$ cat src/rtl/ble_cmd_scheduler.sv
// ble_cmd_scheduler: queues 16-bit Knight commands and issues them one at a time to the
// RemoteComm transmitter. After each command it waits for the 8-bit response and compares
// it against ACK_VAL.
// Optional macro BLE_RETRY_EN: a failed command is resent up to MAX_RETRY times before
// the block enters ERROR.
module ble_cmd_scheduler #(
    parameter int unsigned DEPTH        = 8,
    parameter int unsigned TIMEOUT_CLKS = 10_000_000,
    parameter logic [7:0]  ACK_VAL      = 8'hA5,
    parameter int unsigned MAX_RETRY    = 2
) (
    input  logic                     clk,
    input  logic                     rst,
    input  logic                     push,
    input  logic [15:0]              push_cmd,
    output logic                     full,
    output logic                     empty,
    output logic [$clog2(DEPTH):0]   level,
    output logic                     ovf,
    output logic [15:0]              cmd,
    output logic                     send_cmd,
    input  logic                     cmd_sent,
    input  logic                     resp_rdy,
    input  logic [7:0]               resp,
    output logic                     clr_rx_rdy,
    output logic                     busy,
    output logic                     done,
    output logic                     err,
    output logic [1:0]               err_code,
    input  logic                     clr_err,
    input  logic                     abort
);

    localparam int unsigned AW = $clog2(DEPTH);
    localparam int unsigned TW = $clog2(TIMEOUT_CLKS);
    localparam logic [AW:0]   FullLevel = (AW + 1)'(DEPTH);
    localparam logic [TW-1:0] TmoLast   = TW'(TIMEOUT_CLKS - 1);

    if (DEPTH < 2 || (DEPTH & (DEPTH - 1)) != 0) begin : g_bad_depth
        $error("DEPTH must be a power of 2 and at least 2");
    end
    if (TIMEOUT_CLKS < 2) begin : g_bad_timeout
        $error("TIMEOUT_CLKS must be at least 2");
    end
    if (MAX_RETRY > 15) begin : g_bad_retry
        $error("MAX_RETRY must fit the 4-bit retry counter");
    end

    typedef enum logic [2:0] {
        StIdle, StLoad, StSend, StWaitSent, StWaitResp, StCheck, StError
    } state_t;

    state_t          state_q, state_d;
    logic [15:0]     mem [DEPTH];
    logic [AW-1:0]   wr_ptr_q, rd_ptr_q;
    logic [AW:0]     level_q;
    logic            ovf_q;
    logic [15:0]     cmd_q;
    logic [7:0]      resp_q;
    logic [1:0]      err_code_q, err_code_d;
    logic [TW-1:0]   tmo_q, tmo_d, tmo_inc;
    logic            pop, load_cmd, latch_resp, fail;
    logic [1:0]      fail_code;
    logic            push_ok, ovf_set;

    assign full     = (level_q == FullLevel);
    assign empty    = (level_q == '0);
    assign level    = level_q;
    assign ovf      = ovf_q;
    assign cmd      = cmd_q;
    assign err_code = err_code_q;
    assign busy     = (state_q != StIdle) && (state_q != StError);
    assign err      = (state_q == StError);
    assign tmo_inc  = tmo_q + 1'b1;

    // A push into a full FIFO is still accepted when the head leaves in the same cycle.
    assign push_ok = push && !abort && (!full || pop);
    assign ovf_set = push && !abort && full && !pop;

`ifdef BLE_RETRY_EN
    localparam logic [3:0] RetryMax = 4'(MAX_RETRY);
    logic [3:0] retry_q, retry_d;

    // Retry counter for the command currently held in cmd.
    always_ff @(posedge clk or posedge rst) begin
        if (rst) retry_q <= '0;
        else     retry_q <= retry_d;
    end
`endif

    // FIFO pointers and occupancy; abort flushes the queue.
    always_ff @(posedge clk or posedge rst) begin
        if (rst) begin
            wr_ptr_q <= '0;
            rd_ptr_q <= '0;
            level_q  <= '0;
        end else if (abort) begin
            wr_ptr_q <= '0;
            rd_ptr_q <= '0;
            level_q  <= '0;
        end else begin
            if (push_ok) wr_ptr_q <= wr_ptr_q + 1'b1;
            if (pop)     rd_ptr_q <= rd_ptr_q + 1'b1;
            if (push_ok && !pop)      level_q <= level_q + 1'b1;
            else if (!push_ok && pop) level_q <= level_q - 1'b1;
        end
    end

    // FIFO storage; contents need no reset.
    always_ff @(posedge clk) begin
        if (push_ok) mem[wr_ptr_q] <= push_cmd;
    end

    // Sticky overflow flag; a new overflow wins over a simultaneous clear.
    always_ff @(posedge clk or posedge rst) begin
        if (rst)          ovf_q <= 1'b0;
        else if (ovf_set) ovf_q <= 1'b1;
        else if (clr_err) ovf_q <= 1'b0;
    end

    // FSM state, timeout counter and datapath registers.
    always_ff @(posedge clk or posedge rst) begin
        if (rst) begin
            state_q    <= StIdle;
            err_code_q <= 2'b00;
            tmo_q      <= '0;
            cmd_q      <= 16'h0000;
            resp_q     <= 8'h00;
        end else begin
            state_q    <= state_d;
            err_code_q <= err_code_d;
            tmo_q      <= tmo_d;
            if (load_cmd)   cmd_q  <= mem[rd_ptr_q];
            if (latch_resp) resp_q <= resp;
        end
    end

    // Next-state logic and handshake pulses; abort overrides every state.
    always_comb begin
        state_d    = state_q;
        err_code_d = err_code_q;
        tmo_d      = tmo_q;
        pop        = 1'b0;
        load_cmd   = 1'b0;
        latch_resp = 1'b0;
        fail       = 1'b0;
        fail_code  = 2'b00;
        send_cmd   = 1'b0;
        clr_rx_rdy = 1'b0;
        done       = 1'b0;
`ifdef BLE_RETRY_EN
        retry_d    = retry_q;
`endif
        if (abort) begin
            state_d    = StIdle;
            clr_rx_rdy = (state_q == StWaitResp) || (state_q == StCheck);
        end else begin
            unique case (state_q)
                StIdle: begin
                    if (!empty) state_d = StLoad;
                end
                StLoad: begin
                    pop      = !empty;
                    load_cmd = 1'b1;
                    state_d  = StSend;
`ifdef BLE_RETRY_EN
                    retry_d  = '0;
`endif
                end
                StSend: begin
                    send_cmd = 1'b1;
                    tmo_d    = '0;
                    state_d  = StWaitSent;
                end
                StWaitSent: begin
                    tmo_d = tmo_inc;
                    if (tmo_inc == TmoLast) begin
                        fail      = 1'b1;
                        fail_code = 2'b10;
                    end else if (cmd_sent) begin
                        state_d = StWaitResp;
                    end
                end
                StWaitResp: begin
                    tmo_d = tmo_inc;
                    // A response arriving on the last allowed cycle still counts.
                    if (resp_rdy) begin
                        latch_resp = 1'b1;
                        state_d    = StCheck;
                    end else if (tmo_inc == TmoLast) begin
                        fail      = 1'b1;
                        fail_code = 2'b10;
                    end
                end
                StCheck: begin
                    clr_rx_rdy = 1'b1;
                    if (resp_q == ACK_VAL) begin
                        done    = empty;
                        state_d = empty ? StIdle : StLoad;
                    end else begin
                        fail      = 1'b1;
                        fail_code = 2'b01;
                    end
                end
                StError: begin
                    if (clr_err) begin
                        err_code_d = 2'b00;
                        state_d    = StIdle;
                    end
                end
                default: state_d = StIdle;
            endcase

            if (fail) begin
`ifdef BLE_RETRY_EN
                if (retry_q < RetryMax) begin
                    retry_d = retry_q + 1'b1;
                    state_d = StSend;
                end else begin
                    err_code_d = fail_code;
                    state_d    = StError;
                end
`else
                err_code_d = fail_code;
                state_d    = StError;
`endif
            end
        end
    end

endmodule

$ cat config.mk
export PLATFORM = sky130hd
export DESIGN_NAME = ble_cmd_scheduler
export DESIGN_NICKNAME = d
export VERILOG_FILES = /design/src/rtl/ble_cmd_scheduler.sv
export SDC_FILE = /design/constraint.sdc
export NUM_CORES = 1
export LEC_CHECK = 0
export BUFFER_PORTS_ARGS = -buffer_cell sky130_fd_sc_hd__buf_2
export CORE_MARGIN = 2
export CORE_UTILIZATION = 46
export CTS_CLUSTER_SIZE = 8
export DETAILED_ROUTE_END_ITERATION = 8
export PLACE_DENSITY = 0.64
export SKIP_CTS_REPAIR_TIMING = 1
export SLEW_MARGIN = 20
export SYNTH_ARGS = -nofsm -noshare
export SYNTH_HDL_FRONTEND = slang
export SYNTH_SLANG_ARGS = --single-unit
$ cat constraint.sdc
create_clock -name clk -period 3.49 [get_ports clk]
set_input_delay 0.5235 -clock clk [delete_from_list [all_inputs] [get_ports clk]]
set_output_delay 0.5235 -clock clk [all_outputs]
set_load 0.01 [all_outputs]
== Word-level counts from Yosys, hierarchy flattened ==
Memory sizes are Yosys's and may differ from the RTL's. A register that Yosys moved wholly into a read port is not among the register bits.
Index checks and enable logic that the tools add are counted.

* Bits in writable memories: 128
* Memories kept: 1
* Bits of input ports: 31
* Logic and storage cells: 107
* Output and inout bits: 30
* Flip-flop bits (word level): 48

{| class="wikitable"
|+ Memories
! name !! depth !! bits a word !! read ports !! clocked after memory_dff !! wr ports !! RTL line !! RTL
|-
| mem || 8 || 16 || 1 || 1 || 1 || 54 || <nowiki>logic [15:0] mem [DEPTH];</nowiki>
|}

* Bitwise gates (word level): 1
* Reduce and logical (&&, ||, !) cells: 28
* Add/subtract/negate cells: 5
* Multiplexer cells: 48
* Equal/unequal tests: 16

{| class="wikitable"
|+ Operators by type and width
! operator !! count
|-
| $pmux W24 S2 || 1
|-
| $mux W3 || 12
|-
| $add A24 B1 Y24 const B || 1
|-
| $eq A24 B24 Y1 const B || 1
|-
| $mux W1 || 24
|-
| $pmux W3 S7 || 1
|-
| $mux W4 || 3
|-
| $ne A4 B4 Y1 const B || 3
|-
| $reduce_bool A2 Y1 || 6
|-
| $mux W2 || 5
|-
| $eq A3 B3 Y1 const B || 3
|-
| $eq A8 B8 Y1 const B || 1
|-
| $logic_and A1 B1 Y1 || 7
|-
| $add A3 B1 Y3 const B || 2
|-
| $eq A3 B2 Y1 const B || 2
|-
| $pmux W2 S3 || 1
|-
| $reduce_and A6 Y1 || 1
|-
| $reduce_bool A3 Y1 || 2
|-
| $logic_not A1 Y1 || 5
|-
| $add A4 B1 Y4 const B || 1
|-
| $eq A4 B4 Y1 const B || 1
|-
| $logic_not A4 Y1 || 1
|-
| $ne A4 B1 Y1 const B || 1
|-
| $ne A4 B2 Y1 const B || 1
|-
| other kinds (11) || 12
|}

== Logic depth before layout (Yosys ltp) ==
* Word-level depth: 11
* Mapped depth: 11
* Depth with buffers taken out: 11

== Worst setup path before layout ==
No wires, ideal clock.

* Path kind: input -> register
* Start: in abort
* End: mem mem[0][0], enable pin
* Data arrival time: 2.960 ns
* Stages on the path: 5
* Required time: 3.081 ns
* Setup slack: 0.121 ns
* Setup time: 0.409 ns
* Buffers on the path: 0
* Cells stage by stage: nor4b_1 nand3b_1 nand2_1 or3_1 nor3_1

* Word-level cells in the longest chain between the ends: 5
* Elaborated cells between the ends (all ways): 7
* Those cells by class: mux (3); reduce/logical (4)

{| class="wikitable"
|+ Ends and longest elaborated chain
! element !! RTL line !! RTL
|-
| from (decl) || 31 || <nowiki>input logic abort</nowiki>
|-
| $mux W1 or $logic_not A1 Y1 (tied branches) || 154, 77 ||
|-
| $logic_or A1 B1 Y1 or $logic_and A1 B1 Y1 (tied branches) || 77 || <nowiki>assign push_ok = push && !abort && (!full || pop);</nowiki>
|-
| $logic_and A1 B1 Y1 * || 77 ||
|-
| $mux W1 * || 111 || <nowiki>if (push_ok) mem[wr_ptr_q] <= push_cmd;</nowiki>
|-
| $mux W1 (implied by the code) * || 111 ||
|-
| to (decl) || 54 ||
|}

Every way passes the cells marked *; elsewhere a longest branch is shown, timed or not.

== Worst setup path after layout ==
* Start: reg tmo_q[0]
* End: reg state_q[0]

* Word-level cells in the longest chain between the ends: 8
* Elaborated cells between the ends (all ways): 15
* Those cells by class: add/sub (1); eq/ne (7); mux (6); reduce/logical (1)

{| class="wikitable"
|+ Ends and longest elaborated chain
! element !! RTL line !! RTL
|-
| from (decl) || 61 || <nowiki>logic [TW-1:0] tmo_q, tmo_d, tmo_inc;</nowiki>
|-
| from (signal assigned) || 132 || <nowiki>tmo_q <= tmo_d;</nowiki>
|-
| $add A24 B1 Y24 * || 74 || <nowiki>assign tmo_inc = tmo_q + 1'b1;</nowiki>
|-
| $eq A24 B24 Y1 * || 177, 190 ||
|-
| $mux W1 || 177, 190 ||
|-
| $mux W1 || 187 || <nowiki>if (resp_rdy) begin</nowiki>
|-
| $pmux W1 S3 || 158 || <nowiki>unique case (state_q)</nowiki>
|-
| $mux W1 || 154 || <nowiki>if (abort) begin</nowiki>
|-
| $ne A4 B4 Y1 (no line) (tied with other cells) || n/a ||
|-
| $reduce_and A6 Y1 (no line) or $mux W3 (tied branches) || n/a ||
|-
| to (signal assigned) || 124 || <nowiki>state_q <= StIdle;</nowiki>
|-
| to (signal assigned) || 130 || <nowiki>state_q <= state_d;</nowiki>
|-
| to (decl) || 53 || <nowiki>state_t state_q, state_d;</nowiki>
|}

Every way passes the cells marked *; elsewhere a longest branch is shown, timed or not. The select of a mux whose other input is x is not followed.
A chain may end at the register's enable or synchronous reset.

==> flow_metrics.py <==
metrics = {
    "status": {
        "status": "completed",
    },
    "setup_path": {
        "critPathLaunchType": "flip-flop",
        "r2r_setup_slack_ns": 0.23,
        "end_kind": "flip-flop",
        "critPathKind": "reg2reg",
        "critical_path_peak_fanout": 9,
        "cp.required_ns": 3.80,
        "crit_arrival_ns": 3.57,
    },
    "die": {
        "start_util": 0.4718,
        "rows": 49,
        "die_w_um": 140.0,
        "die_h_um": 140.0,
        "ios": 61,
        "die-area_um2": 19590,
        "core-area_um2": 18020,
    },
    "clocking": {
        "cts_sinks": 192,
        "numCtsBuffers": 17,
        "cts-root-buf": "clkbuf_16",
        "htree_levels": 4,
        "cts_tree": "done",
        "clk_path_buf_depth": 2,
        "insertion_delay_ns": 0.44,
        "cts.reportedPaths.clkPinSlew_ns": 0.07,
    },
    "finish": {
        "layout-drive-gt1-share": 0.2234,
        "fin_util": 0.5344,
        "final_nets": 710,
        "syn_to_final_growth_pct": 13.26,
        "fillers": 1524,
    },
    "run": {
        "drv_cap": 0,
    },
    "placement": {
        "gp_congestion": 0.8577,
        "numPortBuffers": 60,
        "dp_hpwl_mm": 10.85,
    },
    "sta": {
        "max_freq_mhz": 306.6,
        "rsz0062_at_grt": "false",
        "finalMaxSlewViolations": 0,
        "slew_headroom": 0.4211,
        "worst_slew_pin_slew_ns": 0.8684,
        "worst_clock_skew_ns": 0.01144,
        "finalCritPeriodShare": 0.9346,
        "period_minus_slack_ns": 3.262,
        "fin_tns_setup_ns": 0,
        "setup_viol": 0,
        "finalHoldViolCount": 0,
    },
    "grt": {
        "grt_remaining_overflow": 0,
        "antenna_found_initial": 1,
        "grt_pass1_vias": 5263,
        "grt_max_degree": 37,
        "grt_first_pass_wirelength_mm": 27.94,
        "grt_usage": 0.1853,
    },
    "routing": {
        "drc": 0,
        "detail-route-antenna-nets": 0,
        "wl_met3_um": 987,
        "highest_layer": "met4",
        "wl_met1_mm": 7.381,
        "drt_iter0_drc": 451,
        "routedWlPerCell_um": 19.05,
        "dr_wl_met2_mm": 8.788,
        "vias_per_cell": 5.787,
        "vias": 5295,
        "totalWireLength_mm": 17.43,
        "first_pass_iters": 5,
    },
    "power_and_ir_drop": {
        "p_leak_nw": 3.413,
        "peakVddDrop_mv": 0.5133,
        "power_density_nw_per_um2": 627.8,
    },
    "logic_synthesis": {
        "synthDistinctLibCells": 61,
        "syn_area_um2": 8504,
        "synth_top_area_frac": 0.4520,
        "ys_seq_area_frac": 0.6403,
        "synth.area.top_cells": "edfxtp_1 45%, dfrtp_1 19%, mux4_2 8.5%",
        "synth_top_area_cell": "edfxtp_1",
        "synth-warning-count": 0,
        "async_flop_share": 0.3333,
        "synth-main-ff-cell": "edfxtp_1",
        "syn_inst": 615,
        "synth_area_per_cell_um2": 13.83,
        "synth_edf_count": 128,
        "synth-seq-cells": 192,
        "synth_fp_nets": 653,
    },
    "min_path": {
        "hold_class": "in2async",
    },
}
synthesized netlist by cell type, types with 2 or more instances:
cell type,instances
nand4_1,9
or3_1,8
and3_1,2
a311oi_1,2
inv_1,13
nor3_1,9
or4_1,4
nand3_1,21
mux2i_1,18
or4b_1,2
nand2b_1,11
dfrtp_1,64
xor2_1,5
clkbuf_1,25
a31oi_1,7
nand2_1,25
a21oi_1,28
o22ai_1,2
edfxtp_1,128
nor4_1,6
o21ai_0,39
a211o_1,2
xnor2_1,7
mux2_1,8
nor2b_1,5
o31ai_1,7
nor4_4,2
buf_2,6
and2_1,2
mux2_2,2
nor2_1,64
or2_2,3
buf_1,6
o21a_1,3
o41ai_1,5
mux4_2,32
o221ai_1,2
ha_1,6
nor4bb_1,2
a31o_1,2
layout make-up:
cell class | instances | area (µm²) | share of cell area
repair buffers | 76 | 432.9 | 0.04495
clock inverters | 14 | 108.9 | 0.01130
multi-input cells | 372 | 2875 | 0.2985
inverters | 13 | 48.80 | 0.005066
diodes | 1 | 2.502 | 0.0002598
flip-flops and latches | 192 | 5448 | 0.5656
well taps | 229 | 286.5 | 0.02975
clock buffers | 18 | 429.2 | 0.04456
stage by stage:
| stage | hold slack [ns] | worst slack (ns) | area, µm² | instances | power (mW) |
|---|---|---|---|---|---|
| after global routing | 0.1621 | 0.05585 | 9629 | 914 | 6.368 |
| final | 0.1413 | 0.2283 | 9632 | 915 | 6.047 |
| after CTS | 0.1409 | 0.2448 | 9629 | 914 | 6.115 |
| after floorplan | 0.4551 | 0.1208 | 8504 | 615 | 3.884 |
| after detailed placement | 0.4823 | 0.2640 | 9091 | 882 | 4.334 |
| after global placement | 0.4702 | 0.3802 | 9089 | 882 | 4.279 |
final timing paths:
path,startpoint,end,depth (start not counted)
max,tmo_q[0],state_q[0],8
min,rst,tmo_q[22],2
max reg2reg,tmo_q[0],state_q[0],8
min reg2reg,resp_q[2],resp_q[2],1
max in group asynchronous,rst,rd_ptr_q[1],3
min in group clk,resp[4],resp_q[4],2
state kept, by name, summed over array words and instances, names as in the netlist:
signal    flops
mem         128
tmo_q        24
cmd          16
resp_q        8
level         4
rd_ptr_q      3
state_q       3
wr_ptr_q      3
err_code      2
ovf           1
power breakdown:
part / leakage (nW) / switching, mW / internal [mW] / total (mW)
clock network: 0.259 / 0.856 / 0.922 / 1.78
logic: 1.18 / 0.674 / 0.628 / 1.30
registers: 1.98 / 0.291 / 2.68 / 2.97
total: 3.41 / 1.82 / 4.23 / 6.05
cells in the final DEF (no fill, tap or decap), types with 6 or more instances in the layout:
master | synthesis | layout
o21ai_0 | 39 | 39
nand4_1 | 9 | 9
buf_4 | 1 | 15
mux2i_1 | 18 | 18
nor3_1 | 9 | 7
ha_1 | 6 | 6
dfrtp_1 | 64 | 62
o31ai_1 | 7 | 7
nand3_1 | 21 | 21
a21oi_1 | 28 | 28
nor2_1 | 64 | 63
mux2_1 | 8 | 8
mux4_2 | 32 | 32
or3_1 | 8 | 8
clkbuf_16 | 0 | 17
edfxtp_1 | 128 | 128
buf_2 | 6 | 60
a31oi_1 | 7 | 7
xnor2_1 | 7 | 7
nand2b_1 | 11 | 11
inv_1 | 13 | 12
nor4_1 | 6 | 6
nand2_1 | 25 | 25
metal layers:
metal | up-vias | GRT usage
met2 | 136 | 0.3150
met1 | 2668 | 0.2357
met5 | - | 0
met3 | 22 | 0.05128
met4 | 0 | 0.05105
li1 | 2469 | -
critical path: stages, from the launching register on:
cell and delay, ns:
dfrtp_1 0.53, ha_1 0.41, nand4_2 0.23, or3_1 0.53, or4_1 0.53, a22o_1 0.22
nor4_4 0.33, a31oi_1 0.18, nor3b_2 0.18
cells by family (layout without fill, tap and decap cells):
family	after synthesis	in the layout	synth area share
AOI/OAI and AO/OA	109	109	0.07768
xor gates and xnor gates	12	12	0.01236
adders and majority gates	7	7	0.01118
buffers and inverters	51	121	0.02383
DFF	192	192	0.6403
muxes	60	60	0.1192
other	0	1	0
and+or+nand+nor	184	184	0.1155
No activity file was read; power rests on OpenSTA's default activity.
